## src/rtl/demux_8_frame_loader.sv

```systemverilog
// rtl/demux_8_frame_loader.sv - 8-slot nibble frame loader with shadow bank and atomic commit
//
// Purpose:
//   Loads a stream of W-bit values into an 8-entry shadow bank. A one-cycle COPY then
//   transfers the whole shadow bank to the registered live outputs A..H at once, so a
//   downstream scanner never sees a half-updated frame. Slot index 0..7 maps to A..H.
//
// Ports:
//   clk        - system clock, rising edge
//   rst        - synchronous reset, active-high
//   din        - value to write
//   din_valid  - din/wr_sel/addr_mode are valid this cycle
//   din_ready  - loader accepts a write this cycle (low only during COPY)
//   addr_mode  - 0: sequential via wr_ptr, 1: addressed via wr_sel
//   wr_sel     - target slot when addr_mode=1
//   commit     - request a shadow->live copy
//   a..h       - live slot outputs, registered
//   wr_ptr     - next sequential slot index
//   frame_done - one-cycle pulse after the live bank was updated

module demux_8_frame_loader #(
  parameter int             W    = 4,
  parameter logic [W-1:0]   INIT = '0
) (
  input  logic         clk,
  input  logic         rst,
  input  logic [W-1:0] din,
  input  logic         din_valid,
  output logic         din_ready,
  input  logic         addr_mode,
  input  logic [2:0]   wr_sel,
  input  logic         commit,
  output logic [W-1:0] A,
  output logic [W-1:0] B,
  output logic [W-1:0] C,
  output logic [W-1:0] D,
  output logic [W-1:0] E,
  output logic [W-1:0] F,
  output logic [W-1:0] G,
  output logic [W-1:0] H,
  output logic [2:0]   wr_ptr,
  output logic         frame_done
);

  typedef enum logic {FILL, COPY} state_t;

  state_t       state;
  state_t       state_nxt;
  logic [W-1:0] shadow [8];
  logic         accept;
  logic         seq_write;
  logic         seq_last;
  logic [2:0]   slot;

  assign accept    = din_valid & din_ready;
  assign seq_write = accept & ~addr_mode;
  // A sequential write into slot 7 completes a frame and triggers a copy by itself.
  assign seq_last  = seq_write & (wr_ptr == 3'd7);
  assign slot      = addr_mode ? wr_sel : wr_ptr;

  always_comb begin
    state_nxt = state;
    din_ready = 1'b0;
    case (state)
      FILL: begin
        din_ready = 1'b1;
        // commit and a slot-7 write in the same cycle still give a single COPY
        if (commit || seq_last) begin
          state_nxt = COPY;
        end
      end
      COPY: begin
        state_nxt = FILL;
      end
      default: begin
        state_nxt = FILL;
      end
    endcase
  end

  always_ff @(posedge clk) begin
    if (rst) begin
      state      <= FILL;
      wr_ptr     <= 3'd0;
      frame_done <= 1'b0;
      for (int i = 0; i < 8; i++) begin
        shadow[i] <= INIT;
      end
      A <= INIT;
      B <= INIT;
      C <= INIT;
      D <= INIT;
      E <= INIT;
      F <= INIT;
      G <= INIT;
      H <= INIT;
    end else begin
      state      <= state_nxt;
      frame_done <= (state == COPY);
      // The write lands in shadow at the triggering edge, so the following COPY edge includes it.
      if (accept) begin
        shadow[slot] <= din;
      end
      if (seq_write) begin
        wr_ptr <= wr_ptr + 3'd1;
      end
      if (state == COPY) begin
        A <= shadow[0];
        B <= shadow[1];
        C <= shadow[2];
        D <= shadow[3];
        E <= shadow[4];
        F <= shadow[5];
        G <= shadow[6];
        H <= shadow[7];
      end
    end
  end

endmodule

```

## config.mk

```make
export PLATFORM = sky130hd
export DESIGN_NAME = demux_8_frame_loader
export DESIGN_NICKNAME = d
export VERILOG_FILES = /design/src/rtl/demux_8_frame_loader.sv
export SDC_FILE = /design/constraint.sdc
export NUM_CORES = 1
export LEC_CHECK = 0
export BUFFER_PORTS_ARGS = -buffer_cell sky130_fd_sc_hd__buf_2
export CORE_MARGIN = 10
export CORE_UTILIZATION = 49
export DETAILED_ROUTE_END_ITERATION = 10
export GPL_ROUTABILITY_DRIVEN = 0
export PLACE_DENSITY = 0.72
export SLEW_MARGIN = 20
export SYNTH_ARGS = -nofsm -noshare
export SYNTH_HDL_FRONTEND = slang
export SYNTH_SLANG_ARGS = --single-unit
```

## constraint.sdc

```tcl
create_clock -name clk -period 2.04 [get_ports clk]
set_clock_uncertainty 0.05 [all_clocks]
set_input_delay 0.408 -clock clk [delete_from_list [all_inputs] [get_ports clk]]
set_output_delay 0.408 -clock clk [all_outputs]
set_load 0.01 [all_outputs]
```

======== Word level (Yosys, flattened, before mapping) ========
Memories as Yosys holds them, arrays and structs flattened. A register that Yosys moved wholly into a read port is not among the register bits.
Index checks and enable logic that the tools add are counted.
word-level totals
  memories ................................ 1
  output and inout port bits .............. 37
  input bits .............................. 12
  RAM bits ................................ 32
  register bits ........................... 5
memory list
  name    depth  bits a word  read ports  clocked after Yosys merged registers in  write ports  RTL line  source
  shadow  8      4            8           8                                        8            49        logic [W-1:0] shadow [8];
operators by class
  reductions and logical operators ........ 2
  bitwise gates (word level) .............. 5
  add/sub/neg operators ................... 1
  mux-type cells .......................... 12
  equal/unequal tests ..................... 1
operators with widths
  operator                                                        number
  1-bit 2-to-1 mux                                                8
  3-bit 2-to-1 mux                                                2
  4-bit 2-to-1 mux                                                1
  4-bit OR reduction                                              1
  3-bit by 1-bit adder with 3-bit output (second input constant)  1
  1-bit AND                                                       3
  3-bit equality test (second input constant)                     1
  1-bit NOT                                                       2
  1-bit case mux with 2 select lines                              1
  1-bit logical OR                                                1

======== Longest topological paths before layout ========
  depth in word-level cells ............... 7
  depth in mapped cells ................... 4
  depth with buffers taken out ............ 4

======== Worst setup path before layout ========
No wires, ideal clock.
  path kind ............................... input -> register
  start ................................... input port rst
  end ..................................... memory shadow[1][0], enable pin
  setup time .............................. 0.337 ns
  arrival ................................. 1.406 ns
  slack ................................... 0.247 ns
  path buffers ............................ 1
  stages .................................. 4
  data required time ...................... 1.653 ns
  path through ............................ clkbuf_1 > nor3b_1 > nand2_1 > o21bai_1
RTL lines
  element      RTL line  source
  from (decl)  26        input logic rst,
  to (decl)    49

==> summary.txt <==
Status
  – Status: complete, no violations

Clocking
  – Post_cts resized: 0
  – Num CTS Buffers: 9
  – Post-CTS Setup Bufs: 0
  – Max clock buf depth: 2
  – Clock H-tree levels: 3
  – CTS Root Cell: clkbuf_8
  – Clk pin slew, worst setup/hold paths: around 70 ps
  – Later-pin clock latency in the skew report: 330 ps
  – Clk sinks: 69
  – CTS tree: done
  – CTS Hold Buffers Added: 0

Global route
  – Largest net degree at the start of global routing: 34
  – Total GRT Usage: 0.1288
  – Vias in the first global route: 1756
  – First-pass GRT wire length: roughly 8900 um
  – Initial antenna violation count: 0
  – Remaining Overflow, GRT: 0

Worst setup path
  – Required time of the worst setup path: about 2000 ps
  – WP buf/inv: 0
  – Delay-heaviest family, CP: simple AND/OR/NAND/NOR gates
  – Startpoint Class: flop
  – Setup CP Type: reg2reg
  – Slowest stage delay, CP: approximately 440 ps
  – WP data arrival: about 1800 ps
  – R2R cell count: 3
  – R2r startpoint: wr_ptr[2]$_SDFFE_PP0P_
  – Reg-to-reg slack, setup: around 230 ps
  – Crit end category: flop
  – Critical-path cell list: or3b_4 > and2_1 > o21bai_1
  – RR Endpoint: shadow[5][1]$_SDFFCE_PN0P_
  – Slowest CP cell: dfxtp_1
  – CP max FO: 7

Detailed routing
  – Routed len/inst: 15.37 um
  – Routed WL: around 5400 um
  – Routed Antenna Nets: 0
  – Drt pass-1 iters: 4
  – Drt drc: 0
  – Post-DR vias/cell: a little under 5
  – Top Metal Used: met4
  – DR iter-0 viols: 73
  – Met3 routed WL: 300 um
  – Overall via count from detail_route: approximately 1700
  – Wl on met1: between 2000 and 2500 um
  – Met2 WL: around 2600 um

Layout
  – # nets final: 289
  – Fraction of layout instances using a drive strength above 1: 0.2857
  – Area growth syn-to-layout: 18.76%
  – Diode count: 0
  – Fill cell total of the finished layout: 462

Timing
  – Max Slew Vio Count: 0
  – Fin. Hold Viols: 0
  – Final worst path period share: 0.8892
  – Tightest Pin Transition: a little under 400 ps
  – Hold WS: around 310 ps
  – Final setup violation count: 0
  – RSZ-0062 raised after global routing: no
  – Max-slew headroom: 0.7425
  – FMAX: approximately 550 MHz
  – Tmin final: roughly 1800 ps

Floorplanning
  – FP Rows: 27
  – Starting density of the core: 0.5009
  – Core area: between 0.005 and 0.006 sq mm
  – IO Count: just under 50
  – Die Wd: between 90 and 100 um
  – DIE AREA: roughly 0.0090 sq mm
  – Height of the die: 94.80 um

Placed design
  – HPWL Detailed: ~3900 um
  – I/O Buffers: between 40 and 50

Logic synthesis
  – Cell variety after synth: 26
  – Synth top area cells: edfxtp_1 35%, dfxtp_1 27%, mux2i_1 12%
  – Synth area leader: edfxtp_1
  – Top-area cell type share of the netlist area: 0.3505
  – Sequential share of the synthesized area: 0.6207
  – Synthesis-stage register bit count: 69
  – Yosys warnings: 0
  – Synthesized Nets: 235
  – Post-Synthesis Cells: 221
  – Cell area after synthesis: ~0.0027 sq mm
  – Synthesized area per cell: ~12 sq um

Min path
  – WHS Path Cells: 3
  – Worst Min Path Start: commit
  – Worst Hold Endpoint: state$_SDFF_PP0_
  – Worst min-delay path category: in2reg

Power and ir drop
  – Leakage power: between 1 and 1.5 nW
  – Power consumption: 2.861 mW
  – Pwr Density: between 800 and 900 mW/mm^2
  – Peak supply drop: 0.5089 mV

Flow run
  – Maxcap violations: 0
==> logic make-up after synthesis <==
| group | count (synthesis) | synth area share |
|---|---|---|
| adders and majority gates | 2 | 0.009127 |
| xor gates and xnor gates | 1 | 0.003195 |
| buffers and inverters | 12 | 0.02328 |
| and+or+nand+nor | 93 | 0.1716 |
| DFF | 69 | 0.6207 |
| muxes | 35 | 0.1296 |
| AOI/OAI and AO/OA | 9 | 0.04245 |
==> metal layers <==
| metal | track usage | vias to the layer above |
|---|---|---|
| met1 | 0.1551 | 783 |
| li1 | - | 867 |
| met5 | 0 | - |
| met3 | 0.04837 | 4 |
| met4 | 0.06110 | 0 |
| met2 | 0.1997 | 40 |
==> tightest hold or removal path: stages <==
cell and delay, ps:
buf_2 90, a31oi_1 40, nor3_1 110
==> cell usage after synthesis <==
cell type / count
or2_2: 2
inv_1: 2
mux2_4: 1
nand3_1: 5
or2_1: 2
a31oi_1: 1
clkbuf_1: 5
dfxtp_1: 37
nand2_1: 1
buf_2: 3
ha_1: 2
nand3b_1: 3
nor3b_1: 1
and2_1: 20
o21bai_1: 4
xnor2_1: 1
a211oi_4: 4
buf_6: 2
or3_1: 1
nor2_1: 52
edfxtp_1: 32
nor3b_2: 1
nor3_1: 1
mux2i_1: 34
or3b_4: 3
or3b_2: 1
==> registers in the layout, summed over array words and instances, names as in the netlist <==
signal and cells:
F 4, D 4, A 4, shadow 32, C 4, E 4, G 4, frame_done 1
H 4, state 1, wr_ptr 3, B 4
==> final cells by class <==
cell class | count | area [sq um] | area share
clock buffers | 12 | 155.1 | 0.04766
clock inverters | 4 | 46.29 | 0.01422
inverters | 2 | 7.507 | 0.002306
multi-input cells | 140 | 975.9 | 0.2998
flip-flops and latches | 69 | 1703 | 0.5231
well taps | 72 | 90.09 | 0.02767
repair buffers | 53 | 277.8 | 0.08532
==> metrics by stage <==
step,std cells,TNS (ps),cell area [sq um],utilization,setup slack [ps]
after floorplan,221,0,2741,-,246.7
after global placement,336,0,3054,0.5581,51.52
after detailed placement,336,-167.6,3054,0.5581,-41.97
after CTS,352,0,3256,0.5949,240.5
after global routing,352,0,3256,0.5949,165.8
final,352,0,3256,0.5949,226.0
==> cells in the final DEF (no fill, tap or decap), types with 3 or more instances in the layout <==
cell	count
nand3_1	5
dfxtp_1	36
and2_1	20
buf_4	5
buf_2	48
nand3b_1	3
or3b_4	3
mux2i_1	34
a211oi_4	4
edfxtp_1	32
nor2_1	52
clkbuf_8	11
o21bai_1	4
==> how the worst max path moves through the flow <==
| stage | start | endpoint | cells past startpoint |
|---|---|---|---|
| detailed placement | addr_mode | shadow[1][2]$_SDFFCE_PN0P_ | 4 |
| finish | wr_ptr[2]$_SDFFE_PP0P_ | shadow[5][1]$_SDFFCE_PN0P_ | 3 |
| CTS | wr_ptr[2]$_SDFFE_PP0P_ | shadow[5][1]$_SDFFCE_PN0P_ | 3 |
| global placement | addr_mode | shadow[1][2]$_SDFFCE_PN0P_ | 4 |
| floorplan | rst | shadow[1][0]$_SDFFCE_PN0P_ | 4 |
| global route | wr_ptr[1]$_SDFFE_PP0P_ | shadow[3][1]$_SDFFCE_PN0P_ | 3 |
==> report_power, final <==
part | total [mW] | switching [mW] | internal, mW
combinational | 0.219 | 0.131 | 0.0886
sequential | 1.53 | 0.0247 | 1.50
clock | 1.12 | 0.490 | 0.626
No activity file was read; power rests on OpenSTA's default activity.
